==> src/rtl/uart_baud_ctrl.sv <==
// UART oversample/bit timebase with run-time divisor updates applied at bit boundaries.
// Optional mid-bit sample tick when UART_BAUD_MIDTICK_EN is defined.
module uart_baud_ctrl #(
    parameter int DIV_W       = 16,
    parameter int DEFAULT_DIV = 326,
    parameter int OVER        = 16
) (
    input  logic             clk,
    input  logic             reset,
    input  logic             en,
    input  logic             resync,
    input  logic             cfg_valid,
    input  logic [DIV_W-1:0] cfg_div,
    output logic             cfg_ready,
    output logic             cfg_err,
    output logic             busy,
    output logic [DIV_W-1:0] cur_div,
    output logic             oversample_tick,
`ifdef UART_BAUD_MIDTICK_EN
    output logic             mid_tick,
`endif
    output logic             bit_tick
);
    localparam int OW = $clog2(OVER);

    typedef enum logic [1:0] {
        IDLE,
        RUN,
        PEND
    } state_t;

    state_t           state, state_n;
    logic [DIV_W-1:0] div_cnt, div_cnt_n;
    logic [DIV_W-1:0] cur_div_n;
    logic [DIV_W-1:0] pend_div, pend_div_n;
    logic [OW-1:0]    over_cnt, over_cnt_n;
    logic             ost_n, bt_n, err_n;
    logic             xfer, div_ok, div_end, over_end, boundary;
`ifdef UART_BAUD_MIDTICK_EN
    logic             mid_n;
`endif

    assign cfg_ready = (state != PEND);
    assign busy      = (state == PEND);
    assign xfer      = cfg_valid & cfg_ready;
    assign div_ok    = (cfg_div >= DIV_W'(2));
    assign div_end   = (div_cnt == cur_div - DIV_W'(1));
    assign over_end  = (over_cnt == OW'(OVER - 1));

    always_comb begin
        state_n    = state;
        div_cnt_n  = div_cnt;
        over_cnt_n = over_cnt;
        cur_div_n  = cur_div;
        pend_div_n = pend_div;
        ost_n      = 1'b0;
        bt_n       = 1'b0;
        boundary   = 1'b0;
        err_n      = xfer & ~div_ok;
`ifdef UART_BAUD_MIDTICK_EN
        mid_n      = 1'b0;
`endif
        if (!en) begin
            state_n    = IDLE;
            div_cnt_n  = '0;
            over_cnt_n = '0;
            if (state == PEND)
                cur_div_n = pend_div;
            else if (xfer && div_ok)
                cur_div_n = cfg_div;
        end else begin
            // resync wins over terminal count and acts as a boundary
            if (resync) begin
                div_cnt_n  = '0;
                over_cnt_n = '0;
                boundary   = 1'b1;
            end else if (div_end) begin
                div_cnt_n = '0;
                ost_n     = 1'b1;
`ifdef UART_BAUD_MIDTICK_EN
                mid_n     = (over_cnt == OW'(OVER / 2 - 1));
`endif
                if (over_end) begin
                    over_cnt_n = '0;
                    bt_n       = 1'b1;
                    boundary   = 1'b1;
                end else begin
                    over_cnt_n = over_cnt + OW'(1);
                end
            end else begin
                div_cnt_n = div_cnt + DIV_W'(1);
            end

            unique case (state)
                IDLE: begin
                    state_n = RUN;
                    if (xfer && div_ok)
                        cur_div_n = cfg_div;
                end
                RUN: begin
                    if (xfer && div_ok) begin
                        pend_div_n = cfg_div;
                        state_n    = PEND;
                    end
                end
                PEND: begin
                    // counters are already zero on any boundary edge
                    if (boundary) begin
                        cur_div_n = pend_div;
                        state_n   = RUN;
                    end
                end
                default: state_n = IDLE;
            endcase
        end
    end

    always_ff @(posedge clk or posedge reset) begin
        if (reset) begin
            state           <= IDLE;
            div_cnt         <= '0;
            over_cnt        <= '0;
            cur_div         <= DIV_W'(DEFAULT_DIV);
            pend_div        <= '0;
            oversample_tick <= 1'b0;
            bit_tick        <= 1'b0;
            cfg_err         <= 1'b0;
        end else begin
            state           <= state_n;
            div_cnt         <= div_cnt_n;
            over_cnt        <= over_cnt_n;
            cur_div         <= cur_div_n;
            pend_div        <= pend_div_n;
            oversample_tick <= ost_n;
            bit_tick        <= bt_n;
            cfg_err         <= err_n;
        end
    end

`ifdef UART_BAUD_MIDTICK_EN
    always_ff @(posedge clk or posedge reset) begin
        if (reset)
            mid_tick <= 1'b0;
        else
            mid_tick <= mid_n;
    end
`endif

endmodule
==> config.mk <==
export PLATFORM = sky130hd
export DESIGN_NAME = uart_baud_ctrl
export DESIGN_NICKNAME = d
export VERILOG_FILES = /design/src/rtl/uart_baud_ctrl.sv
export SDC_FILE = /design/constraint.sdc
export NUM_CORES = 1
export LEC_CHECK = 0
export ABC_AREA = 1
export CAP_MARGIN = 25
export CORE_ASPECT_RATIO = 0.6
export CORE_MARGIN = 4
export CORE_UTILIZATION = 41
export DETAILED_ROUTE_END_ITERATION = 7
export GPL_ROUTABILITY_DRIVEN = 0
export PLACE_DENSITY = 0.68
export SLEW_MARGIN = 15
export SYNTH_ARGS = -nofsm -noshare
export SYNTH_HDL_FRONTEND = slang
export SYNTH_SLANG_ARGS = --single-unit
==> constraint.sdc <==
create_clock -name clk -period 3.5 [get_ports clk]
set_clock_uncertainty 0.05 [all_clocks]
set_input_delay 1.05 -clock clk [delete_from_list [all_inputs] [get_ports clk]]
set_output_delay 1.05 -clock clk [all_outputs]
set_load 0.005 [all_outputs]
---- Yosys cells after proc, flatten, opt, wreduce, memory -nomap -nowiden ----
Cells that the tools add are included.
storage, ports and cells
  bits in registers ....................... 57
  input bits .............................. 21
  logic and storage cells ................. 54
cells by class
  add/sub/neg operators ................... 3
  $lt $le $gt $ge ......................... 1
  equality and inequality tests ........... 9
  mux-type cells .......................... 25
  bitwise operators ....................... 3
  reduce and logical (&&, ||, !) cells .... 5
operator list
  cell                                                   number
  two-way mux 16 bit                                     7
  one-hot mux 16 bit (2 select lines)                    1
  adder 16 x 1 -> 16 bit (second input constant)         1
  equality test 16 bit                                   1
  >= comparator 16 x 2 -> 1 bit (second input constant)  1
  two-way mux 4 bit                                      4
  subtractor 16 x 1 -> 16 bit (second input constant)    1
  two-way mux 1 bit                                      9
  two-way mux 2 bit                                      3
  != test 3 x 1 -> 1 bit (second input constant)         2
  one-hot mux 2 bit (3 select lines)                     1
  adder 4 x 1 -> 4 bit (second input constant)           1
  equality test 4 bit (second input constant)            1
  AND reduction 2 bit                                    2
  != test 3 x 2 -> 1 bit (second input constant)         1
  != test 3 bit (second input constant)                  1
  AND reduction 3 bit                                    1
  bitwise AND 1 bit                                      2
  equality test 2 x 1 -> 1 bit (second input constant)   1
  equality test 2 bit (second input constant)            1
  logical NOT 2 bit                                      1
  != test 2 bit (second input constant)                  1
  logical AND 1 bit                                      1
  inverter 1 bit                                         1

---- Depth between registers and ports, before layout ----
Gate-level depths: netlist (run 1).
  depth after elaboration ................. 8
  gate-level depth with buffers ........... 18
  depth with buffers taken out ............ 17

---- Worst setup path before layout (run 1) ----
No wires, ideal clock.
  path type ............................... input port to flip-flop
  start point ............................. input en
  end point ............................... register cur_div[0]
  library setup time ...................... 0.117 ns
  data arrival time ....................... 2.120 ns
  path slack .............................. 1.213 ns
  stages on the path ...................... 8
  path through ............................ inv_1 > nor2_1 > inv_1 > nor2_1 > nand2_4 > buf_4 > nand3_1 > nand2_1
on the way
  cells in the longest elaborated chain, start to end .. 2
  elaborated cells on any way between the ends .. 4
ends and longest elaborated chain
  what                                                                                      line  text
  start: declaration                                                                        10    input logic en,
  != test 3 x 2 -> 1 bit (no source line) / != test 3 x 1 -> 1 bit (equally long branches)  --
  AND reduction 2 bit (no source line)                                                      --
  end signal: assignment                                                                    123   cur_div <= DIV_W'(DEFAULT_DIV);
  end signal: assignment                                                                    132   cur_div <= cur_div_n;
  end: declaration                                                                          17    output logic [DIV_W-1:0] cur_div,
Parallel ways exist; a longest one is shown, timed or not.
A chain may end at the register's enable or synchronous reset.

---- Worst setup path in the final report (run 1) ----
  start point ............................. register state[0]
  end point ............................... output busy
on the way
  cells in the longest elaborated chain, start to end .. 1
ends and longest elaborated chain
  what                      line  text
  start: declaration        32    state_t state, state_n;
  start signal: assignment  129   state <= state_n;
  equality test 2 bit       44    assign busy = (state == PEND);
  end: declaration          16    output logic busy,
No other way between the ends.

==> run summary, run 1 <==
Clock root buffer -> clkbuf_16
Fin area -> 4120 um^2
Largest net degree at the start of global routing -> 35
Worst R2R Path Depth -> 16
CP endpoint kind -> primary output
CP Launch Type -> flip-flop
Grt total ovfl -> 0
First-pass GRT wire length -> 13700 um
Rows -> 24
CTS Buffer Depth -> 2
Total track usage -> 0.185
Setup Viol. Count Final -> 0
Worst Hold Class -> reg2reg
Final nets -> 524
PnR worst setup slack -> 0.448 ns
Distinct cell type count of the synthesized netlist -> 28
TritonRoute pass-1 iters -> 5
Ports -> 42
CP max stage delay -> 0.52 ns
Slew Viols, Final -> 0
Chip height -> 77.4 um
Register area share after synthesis -> 0.435
WL/cell -> 13.1 um
Critical Path Sink -> busy
Top delay family on crit path -> buffers and inverters
Core area -> 7540 um^2
Antenna Cells -> 0
Synth Instances -> 452
Dpl ws -> 0.582 ns
Final core utilization -> 0.547
Full die area -> 9570 um^2
Sink Count -> 57
Initial detailed-routing violation count -> 151
Syn avg cell area -> 7.28 um^2
CP Class -> reg2out
Fin crit share -> 0.872
Final HPWL DP -> 6090 um
Final Hold Fails -> 0
CP startpoint -> state[0]
Area Overhead vs Synth -> 25.3%
Critical path depth -> 5
Synth Warn # -> 0
PD cells -> 546 nW/um^2
Starting Density -> 0.437
Critical path, cell by cell -> inv_1 > nand2_1 > inv_1 > buf_4 > clkdlybuf4s50_1
Post-route minimum period -> 3.05 ns
Port bufs -> 41
Leak -> 2.00 nW
Relative slew slack -> 0.572
RSZ-0062 raised after global routing -> false
DRC violations left -> 0
Req. time, crit path -> 2.40 ns
Slowest cell on the critical path -> clkdlybuf4s50_1
Clock transition at path regs -> 0.05 ns
Most common cell on crit path -> inv_1
Clock latency on the worst-skew pair -> 0.33 ns
Final Power -> 2.25 mW
PostCTS Resize Cnt -> 0
Setup TNS -> 0 ns
Postcts setup bufs -> 0
Post-Syn Nets -> 476
Initial antenna violation count -> 0
Arrival @ worst endpoint -> 1.95 ns
Via count -> 2990
Achievable frequency -> 328 MHz
RR Startpoint -> cur_div[1]
Outcome -> completed
Die span in x -> 124 um
Total Routed Length -> 7950 um
DRT antenna net count -> 0
Peak supply drop -> 0.261 mV
Vias in the first global route -> 2923
R2R Setup Slk -> 0.92 ns
Vias/cell -> 4.91
Hold-fix buffers, CTS -> 0
R2r endpoint -> over_cnt[3]
Num CTS Buffers -> 9
Maximum net fanout on the critical path -> 15
Seq cells post-synth -> 57
Max-cap violation count -> 0
CTS tree -> yes
Placed cell area -> 3830 um^2
Proportion of layout cells with a drive suffix above 1 -> 0.0832
Slew of the pin with the lowest slew margin -> 0.637 ns
Syn Std Cell Area -> 3290 um^2
Worst Path Buf+Inv -> 4
H-Tree Depth -> 3
-- layout make-up --
class	count	area, um^2
clock buffer	13	250
clock inverter	3	40.0
fill	719	3410
inverter	57	214
multi-input combinational	328	1590
sequential	57	1430
tap	104	130
timing repair buffer	47	468
-- per-stage QoR --
| step | hold slack, ns | std cells |
|---|---|---|
| finish | 0.432 | 609 |
| global route | 0.446 | 609 |
| CTS | 0.437 | 609 |
| detailed placement | 0.424 | 593 |
| global placement | 0.418 | 593 |
| floorplan | 0.400 | 452 |
-- report_power, final --
| part | leakage (nW) | internal [mW] | switching (mW) |
|---|---|---|---|
| Combinational | 1.14 | 0.237 | 0.289 |
| Sequential | 0.719 | 0.773 | 0.0972 |
| Clock | 0.144 | 0.567 | 0.288 |
| Total | 2.00 | 1.58 | 0.674 |
-- worst min-delay path, stage by stage, from the launching register on --
cell	delay (ns)
dfrtp_1	0.34
nand2_1	0.05
o21ai_0	0.06
-- synthesized netlist by cell type --
library cell	number	area share
a21boi_2	1	0.0034
a21oi_1	14	0.021
a22oi_1	1	0.0023
and2_1	1	0.0019
buf_4	1	0.0023
buf_6	2	0.0068
clkbuf_1	7	0.0080
dfrtp_1	53	0.40
dfstp_2	4	0.032
ha_1	3	0.011
inv_1	57	0.065
nand2_1	133	0.15
nand2_2	5	0.0095
nand2_4	2	0.0068
nand3_1	34	0.052
nand3_2	2	0.0061
nand3b_1	2	0.0046
nand4_1	6	0.011
nor2_1	53	0.060
nor2_2	6	0.011
nor2_4	2	0.0068
nor3_1	9	0.014
nor3b_1	5	0.011
nor4_1	5	0.0095
o211ai_1	2	0.0046
o21ai_0	25	0.038
xnor2_1	5	0.013
xor2_1	12	0.032
-- state kept, by name, indices dropped and copies added (netlist names) --
| register | count |
|---|---|
| bit_tick | 1 |
| oversample_tick | 1 |
| over_cnt | 4 |
| pend_div | 16 |
| cur_div | 16 |
| cfg_err | 1 |
| state | 2 |
| div_cnt | 16 |
-- layout by cell type (no fill, tap or decap), drive strengths merged, types with 2 or more instances in the layout --
| master | synthesis | routed |
|---|---|---|
| nand3b | 2 | 2 |
| nor3 | 9 | 9 |
| clkbuf | 7 | 13 |
| dfrtp | 53 | 53 |
| ha | 3 | 3 |
| nor3b | 5 | 5 |
| buf | 3 | 6 |
| dfstp | 4 | 4 |
| nand3 | 36 | 36 |
| o211ai | 2 | 2 |
| o21ai | 25 | 25 |
| a21oi | 14 | 14 |
| nand4 | 6 | 6 |
| inv | 57 | 57 |
| xnor2 | 5 | 5 |
| clkinv | 0 | 2 |
| xor2 | 12 | 12 |
| nor2 | 61 | 61 |
| nand2 | 140 | 140 |
| nor4 | 5 | 5 |
| clkdlybuf4s50 | 0 | 41 |
-- logic make-up after synthesis --
group                    Yosys count  synth area share
adder cells (fa/ha/maj)            3            0.0114
AO/OA/AOI/OAI                     43            0.0696
flip-flops                        57             0.435
XOR/XNOR                          17            0.0452
buffers and inverters             67            0.0821
AND/OR/NAND/NOR                  265             0.357
-- worst min-delay path by stage --
stage,startpoint,end,slack [ns],cells past startpoint
after floorplan,div_cnt[0],div_cnt[0],0.40,1
after global placement,pend_div[0],pend_div[0],0.42,2
after detailed placement,pend_div[5],pend_div[5],0.42,2
after CTS,pend_div[5],pend_div[5],0.44,2
after global routing,cur_div[1],cur_div[1],0.45,2
final,pend_div[5],pend_div[5],0.43,2
-- per-layer routing --
metal	global-route usage	wire, um	share of wire
met1	0.258	4050	0.51
met2	0.267	3310	0.42
met3	0.0683	509	0.064
met4	0.0541	81	0.010
met5	0	0	0
(Power assumes the default switching activity.)
==> run 2, diff against run 1 <==
--- a/config.mk
+++ b/config.mk
@@ -7,7 +7,7 @@
 export LEC_CHECK = 0
 export ABC_AREA = 1
 export CAP_MARGIN = 25
-export CORE_ASPECT_RATIO = 0.6
+export CORE_ASPECT_RATIO = 0.75
 export CORE_MARGIN = 4
 export CORE_UTILIZATION = 41
 export DETAILED_ROUTE_END_ITERATION = 7
@@ -17,3 +17,4 @@
 export SYNTH_ARGS = -nofsm -noshare
 export SYNTH_HDL_FRONTEND = slang
 export SYNTH_SLANG_ARGS = --single-unit
+export TNS_END_PERCENT = 10
==> run summary, run 2 (synthesis gave the netlist of run 1 again) <==
Outcome -> completed
CP Class -> reg2out
Antenna Cells -> 0
Final Hold Fails -> 0
Worst Hold Class -> reg2reg
CP endpoint kind -> primary output
Achievable frequency -> 355 MHz
Port bufs -> 41
Core area -> 7850 um^2
Slew Viols, Final -> 0
CTS Buffer Depth -> 2
Req. time, crit path -> 2.40 ns
Setup TNS -> 0 ns
Clock transition at path regs -> 0.07 ns
Slew of the pin with the lowest slew margin -> 0.691 ns
First-pass GRT wire length -> 12500 um
Initial antenna violation count -> 0
Critical path, cell by cell -> inv_1 > nand2_1 > inv_1 > clkdlybuf4s50_1
CP max stage delay -> 0.58 ns
Vias/cell -> 4.73
DRT antenna net count -> 0
Proportion of layout cells with a drive suffix above 1 -> 0.0815
Peak supply drop -> 0.254 mV
Max-cap violation count -> 0
Most common cell on crit path -> inv_1
Clock latency on the worst-skew pair -> 0.33 ns
DRC violations left -> 0
Post-route minimum period -> 2.82 ns
PnR worst setup slack -> 0.684 ns
Vias in the first global route -> 2720
Slowest cell on the critical path -> clkdlybuf4s50_1
Grt total ovfl -> 0
WL/cell -> 12.0 um
TritonRoute pass-1 iters -> 4
Via count -> 2876
RSZ-0062 raised after global routing -> false
CP Launch Type -> flip-flop
Full die area -> 9540 um^2
Sink Count -> 57
Most common cell after layout, fill and taps aside -> nand2_1
R2R Setup Slk -> 1.03 ns
CTS tree -> yes
Maximum net fanout on the critical path -> 15
Chip height -> 85.6 um
H-Tree Depth -> 3
Area Overhead vs Synth -> 22.1%
Largest registers -> cur_div: 16 flops, div_cnt: 16 flops, pend_div: 16 flops
Final HPWL DP -> 5640 um
Arrival @ worst endpoint -> 1.72 ns
Rows -> 28
Hold-fix buffers, CTS -> 0
PostCTS Resize Cnt -> 0
Relative slew slack -> 0.537
Total track usage -> 0.163
Final Power -> 1.98 mW
Initial detailed-routing violation count -> 93
Clock root buffer -> clkbuf_8
Starting Density -> 0.419
Fin crit share -> 0.805
Setup Viol. Count Final -> 0
Die span in x -> 111 um
Largest net degree at the start of global routing -> 31
Total Routed Length -> 7270 um
Final nets -> 522
Fill count -> 776
Ports -> 42
Dpl ws -> 0.443 ns
PD cells -> 492 nW/um^2
Num CTS Buffers -> 9
Leak -> 1.95 nW
Commonest cells after routing, fill and taps aside -> nand2_1 (133), inv_1 (56), nor2_1 (53), dfrtp_1 (53), clkdlybuf4s50_1 (41)
Postcts setup bufs -> 0
==> run 2: metal layers <==
layer,up-vias,share of wire,GRT usage
li1,1519,-,-
met4,0,0.010,0.0575
met5,-,0,0
met2,40,0.44,0.259
met1,1309,0.52,0.220
met3,8,0.032,0.0381
==> run 2: final timing paths <==
kind                       cells after the start           to         from
max                                            4         busy     state[0]
min                                            2  pend_div[4]  pend_div[4]
max reg2reg                                   16  over_cnt[3]   cur_div[1]
min reg2reg                                    2  pend_div[4]  pend_div[4]
max in group asynchronous                      3   cur_div[8]        reset
min in group asynchronous                      2  pend_div[0]        reset
==> run 2: area by class of cell <==
class	count	area, um^2	area share
Multi-Input combinational cell	328	1590	0.396
Timing Repair Buffer	45	465	0.116
Clock buffer	11	131	0.0327
Clock inverter	5	56.3	0.0140
Tap cell	105	131	0.0327
Sequential cell	57	1430	0.356
Inverter	57	214	0.0532
==> run 2: metrics by stage <==
step | hold WS [ns] | instances | util | area (um^2)
after global placement | 0.417 | 592 | 0.488 | 3830
final | 0.437 | 608 | 0.512 | 4020
after CTS | 0.441 | 608 | 0.512 | 4020
after floorplan | 0.400 | 452 | - | 3290
after detailed placement | 0.424 | 592 | 0.488 | 3830
after global routing | 0.462 | 608 | 0.512 | 4020
==> run 2: report_power, final <==
| group | internal, mW | total, mW | leakage, nW | switching [mW] |
|---|---|---|---|---|
| registers | 0.772 | 0.869 | 0.719 | 0.0975 |
| logic | 0.236 | 0.517 | 1.14 | 0.282 |
| clock network | 0.328 | 0.590 | 0.0933 | 0.263 |
| total | 1.33 | 1.98 | 1.95 | 0.642 |
==> run 2: worst max-delay path, delay by kind of cell, from the launching register on <==
kind / cells / cell delay, ns
flip-flops: 1 / 0.37
buffers and inverters: 3 / 0.93
AND/OR/NAND/NOR: 1 / 0.08
==> RTL change 1: new RTL, settings of run 1 <==
Add a define of `UART_BAUD_MIDTICK_EN`.
--- a/src/rtl/uart_baud_ctrl.sv
+++ b/src/rtl/uart_baud_ctrl.sv
@@ -1,5 +1,7 @@
 // UART oversample/bit timebase with run-time divisor updates applied at bit boundaries.
 // Optional mid-bit sample tick when UART_BAUD_MIDTICK_EN is defined.
+`define UART_BAUD_MIDTICK_EN
+
 module uart_baud_ctrl #(
     parameter int DIV_W       = 16,
     parameter int DEFAULT_DIV = 326,
Check against the original RTL (old outputs only; new: mid_tick): equivalent (Yosys induction, for registers that start in step).
==> RTL change 1 against run 1 <==
Non-clock buffer count down 2. Routed wire length up 0.31%. Clock power down 12%. Critical path depth down 2. Via count up 1.1%. Total power down 2.5%. Setup slack better by 0.096 ns. Final area up 0.33%. Sequential cell count up 1. Area after synthesis up 1.5%. Largest cell class unchanged. Largest power group unchanged.
==> RTL change 1: results (changes against run 1) <==
<table>
<tr><th>Metric</th><th>Value</th></tr>
<tr><th colspan="2">Power and ir drop</th></tr>
<tr><td>PnR Total Power</td><td>0.002194 W (-2.5%)</td></tr>
<tr><td>Net switching power of the design</td><td>0.0006897 W (+2.4%)</td></tr>
<tr><td>Cell leakage power</td><td>2.016 nW (+0.64%)</td></tr>
<tr><td>Maximum vdd ir drop</td><td>260.5 uV (about the same)</td></tr>
<tr><td>Power drawn by the clock network</td><td>0.000751 W (-12%)</td></tr>
<tr><th colspan="2">Setup path</th></tr>
<tr><td>CP Max Fanout</td><td>11 (-4)</td></tr>
<tr><td>Data arrival, critical path</td><td>1.86 ns (-0.09 ns)</td></tr>
<tr><th colspan="2">Global route</th></tr>
<tr><td>Met1 routing resource usage after global routing</td><td>25.94% (+0.13 points)</td></tr>
<tr><td>Global-route met3 utilization</td><td>6.946% (+0.11 points)</td></tr>
<tr><td>Global-route total usage across every layer</td><td>18.19% (-0.27 points)</td></tr>
<tr><td>Met2 Usage GRT</td><td>25.65% (-1.1 points)</td></tr>
<tr><th colspan="2">Drt</th></tr>
<tr><td>Initial drt markers</td><td>223 (+48%)</td></tr>
<tr><td>Wire length on met2</td><td>3.207 mm (-3.1%)</td></tr>
<tr><td>Wire length on met1</td><td>4.142 mm (+2.2%)</td></tr>
<tr><td>Post-detailed-route wirelength per cell</td><td>12.89 um (-1.3%)</td></tr>
<tr><td>Ratio of routed vias to standard cells</td><td>4.882 (-0.56%)</td></tr>
<tr><th colspan="2">Status</th></tr>
<tr><td>Run status</td><td>finished clean</td></tr>
<tr><th colspan="2">Placement</th></tr>
<tr><td>Cell count after placement</td><td>604 (+1.9%)</td></tr>
<tr><td>Placed instance area</td><td>3889 sq um (+1.4%)</td></tr>
<tr><th colspan="2">Min path</th></tr>
<tr><td>Hold-critical path depth</td><td>1 (-1)</td></tr>
<tr><th colspan="2">Logic synthesis</th></tr>
<tr><td>Count of unique library cells instantiated by Yosys</td><td>36 (+29%)</td></tr>
<tr><td>Post-synthesis compound-gate area fraction</td><td>7.188% (+0.23 points)</td></tr>
<tr><td>Fraction of the yosys area taken by sequential cells</td><td>43.58% (+0.098 points)</td></tr>
<tr><th colspan="2">Finish</th></tr>
<tr><td>Share of cells above drive strength 1</td><td>7.045% (-1.3 points)</td></tr>
<tr><td># nets final</td><td>531 (+1.3%)</td></tr>
<tr><th colspan="2">Timing</th></tr>
<tr><td>Max-Slew Margin vs Limit</td><td>47.51% (-9.6 points)</td></tr>
</table>
## RTL change 1: area by class of cell
cell class / instances / area, sq um / area share [%]
Sequential cell: 58 / 1456 / 35.20
Clock buffer: 14 / 244.0 / 5.897
Inverter: 56 / 210.2 / 5.080
Tap cell: 108 / 135.1 / 3.266
Multi-Input combinational cell: 337 / 1619 / 39.13
Clock inverter: 1 / 5.005 / 0.1210
Timing Repair Buffer: 45 / 467.9 / 11.31
## RTL change 1: final timing paths
check	start	endpoint	slack, ns
setup / recovery	state[1]	busy	0.54
hold reg to reg	over_cnt[3]	mid_tick	0.42
setup reg to reg	cur_div[1]	cur_div[9]	0.91
hold / removal	over_cnt[3]	mid_tick	0.42
max in group asynchronous	reset	cur_div[2]	1.76
min in group asynchronous	reset	over_cnt[0]	1.01
## RTL change 1: worst register-to-register path: cells and delay by family, from the launching register on
family,cells,cell delay (ns)
DFF,1,0.56
and+or+nand+nor,13,1.52
adders and majority gates,1,0.23
buffers and inverters,2,0.13
==> RTL change 2: new RTL, flow settings as in run 1 <==
Made on the original files. Register the output `cfg_err` once more, with the module's reset; this adds one clock of latency there. The other outputs are not delayed to match.
--- a/src/rtl/uart_baud_ctrl.sv
+++ b/src/rtl/uart_baud_ctrl.sv
@@ -28,6 +28,8 @@
         RUN,
         PEND
     } state_t;
+
+    logic cfg_err_s0;
 
     state_t           state, state_n;
     logic [DIV_W-1:0] div_cnt, div_cnt_n;
@@ -124,7 +126,7 @@
             pend_div        <= '0;
             oversample_tick <= 1'b0;
             bit_tick        <= 1'b0;
-            cfg_err         <= 1'b0;
+            cfg_err_s0      <= 1'b0;
         end else begin
             state           <= state_n;
             div_cnt         <= div_cnt_n;
@@ -133,7 +135,7 @@
             pend_div        <= pend_div_n;
             oversample_tick <= ost_n;
             bit_tick        <= bt_n;
-            cfg_err         <= err_n;
+            cfg_err_s0      <= err_n;
         end
     end
 
@@ -146,4 +148,12 @@
     end
 `endif
 
+    always_ff @(posedge clk or posedge reset) begin
+        if (reset) begin
+            cfg_err <= '0;
+        end else begin
+            cfg_err <= cfg_err_s0;
+        end
+    end
+
 endmodule
Check against the original RTL: not equivalent (Yosys sat finds a counterexample within 4 cycles, from zero or initial values and one cycle with reset high).
==> RTL change 2 against run 1 <==
Sequential share of layout area rose by 0.18 points. Total power rose by 3.3%. Setup slack improved by 0.19 ns. Largest power group is now clock. Final area grew 1.2%. Count of clock-buffer cells in the layout up 2. Sequential cell count up 1. Routed wire length is 0.50% higher. Area after synthesis up 0.76%. Critical path type is now in2reg.
==> RTL change 2: results (changes against run 1) <==
<table>
<tr><th>Metric</th><th>Value</th></tr>
<tr><th colspan="2">Status</th></tr>
<tr><td>Run status</td><td>finished clean</td></tr>
<tr><th colspan="2">Setup path</th></tr>
<tr><td>CP Max Fanout</td><td>17 (+2)</td></tr>
<tr><td>Worst stage delay on the critical path</td><td>0.65 ns (+0.13 ns)</td></tr>
<tr><td>Data arrival, critical path</td><td>3.03 ns (+1.08 ns)</td></tr>
<tr><td>Crit-path slowest cell</td><td>a21boi_2</td></tr>
<tr><th colspan="2">Finish</th></tr>
<tr><td>Fill cell instance count of the final layout</td><td>750 (+4.3%)</td></tr>
<tr><td>Non-Filler Instances</td><td>613 (+0.66%)</td></tr>
<tr><th colspan="2">Logic synthesis</th></tr>
<tr><td>Post-synth net total</td><td>477 (+0.21%)</td></tr>
<tr><td>Fraction of the yosys area taken by sequential cells</td><td>43.91% (+0.43 points)</td></tr>
<tr><td>Most frequent cells after synthesis</td><td>nand2_1, inv_1, dfrtp_1, nor2_1, nand3_1</td></tr>
<tr><td>Most area-consuming cells after synthesis</td><td>dfrtp_1, nand2_1, inv_1</td></tr>
<tr><td>Synthesized area divided by synthesized cell count</td><td>7.322 sq um (+0.54%)</td></tr>
<tr><td>Ys async rst share</td><td>100.0% (unchanged)</td></tr>
<tr><th colspan="2">Global route</th></tr>
<tr><td>Pin count of the biggest net entering global routing</td><td>59 (+69%)</td></tr>
<tr><td>Antenna violations before repair</td><td>0 (unchanged)</td></tr>
<tr><td>Global-route total usage across every layer</td><td>18.38% (-0.067 points)</td></tr>
<tr><td>Wire length of the first global-routing pass</td><td>13.55 mm (-1.3%)</td></tr>
<tr><td>Met1 routing resource usage after global routing</td><td>27.16% (+1.3 points)</td></tr>
<tr><td>Met2 Usage GRT</td><td>25.05% (-1.7 points)</td></tr>
<tr><td>Number of global-route vias before repair</td><td>2,835 (-3.0%)</td></tr>
<tr><th colspan="2">Clock tree</th></tr>
<tr><td>H-Tree Level Count</td><td>3 (unchanged)</td></tr>
<tr><th colspan="2">Power and ir drop</th></tr>
<tr><td>Maximum vdd ir drop</td><td>278.3 uV (+6.8%)</td></tr>
<tr><td>Cell leakage power</td><td>2.027 nW (+1.2%)</td></tr>
<tr><th colspan="2">Drt</th></tr>
<tr><td>Pre-antenna DRT Iters</td><td>4 (-1)</td></tr>
<tr><td>Total wire length after detailed routing</td><td>7.993 mm (+0.50%)</td></tr>
<tr><td>Via count</td><td>2,987 (-0.10%)</td></tr>
<tr><td>Initial drt markers</td><td>244 (+62%)</td></tr>
<tr><th colspan="2">Placement</th></tr>
<tr><td>Cell count after placement</td><td>597 (+0.67%)</td></tr>
<tr><td>Final HPWL DP</td><td>6.045 mm (-0.79%)</td></tr>
<tr><th colspan="2">Run</th></tr>
<tr><td>Maximum capacitance violations</td><td>0 (unchanged)</td></tr>
<tr><th colspan="2">Timing</th></tr>
<tr><td>Max-Slew Margin vs Limit</td><td>47.65% (-9.5 points)</td></tr>
</table>
-- RTL change 2: cell types whose count changed after synthesis, sizes merged --
cell | run 1 | this run
dfrtp | 53 | 54
-- RTL change 2: stage by stage --
stage | cell area, sq um | worst slack, ns | hold slack (ns)
finish | 4174 | 0.6351 | 0.3203
global placement | 3856 | 0.4376 | 0.2880
CTS | 4174 | 0.7035 | 0.3338
floorplan | 3317 | 0.9786 | 0.2812
global route | 4174 | 0.4327 | 0.3444
detailed placement | 3856 | 0.3654 | 0.2950
-- RTL change 2: path summary, 6_finish.rpt --
path                       startpoint     endpoint  slack [ns]  depth (start not counted)
hold reg to reg            cfg_err_s0      cfg_err        0.32                          0
hold / removal             cfg_err_s0      cfg_err        0.32                          0
setup reg to reg           cur_div[1]  over_cnt[3]        0.90                         16
setup / recovery           cfg_div[1]   cur_div[0]        0.64                          8
max in group asynchronous       reset   div_cnt[3]        1.70                          3
min in group asynchronous       reset  pend_div[6]        1.20                          3
-- RTL change 2: power by group --
part	switching (W)	leakage (nW)	internal, W
registers	0.000102	0.733	0.000785
clock network	0.000287	0.156	0.000628
logic	0.000288	1.14	0.000235
total	0.000676	2.03	0.00165
-- RTL change 2: critical path: cells and delay by family --
family | cells | cell delay, ns
buffers and inverters | 1 | 0.53
AOI/OAI and AO/OA | 1 | 0.65
and+or+nand+nor | 6 | 0.78
-- RTL change 2: logic make-up after synthesis --
kind of cell | share of synthesized area (%)
buf+inv | 8.148
simple gates | 35.42
compound gates | 6.903
flops | 43.91
xor+xnor | 4.489
fa+ha+maj | 1.132
-- RTL change 2: layout make-up --
| type | instances | area (sq um) | area share, % |
|---|---|---|---|
| inverter | 57 | 214.0 | 5.126 |
| tap | 108 | 135.1 | 3.237 |
| sequential | 58 | 1456 | 34.89 |
| timing repair buffer | 46 | 460.4 | 11.03 |
| multi-input combinational | 328 | 1590 | 38.10 |
| clock inverter | 1 | 30.03 | 0.7194 |
| clock buffer | 15 | 287.8 | 6.894 |
-- RTL change 2: per-layer routing --
layer  routed length [um]  vias up  share of wire [%]
li1                     -     1525                  -
met1                 4151     1369                 52
met2                 3284       82                 41
met4                   95        0                1.2
met3                  462       11                5.8
met5                    0        -                  0
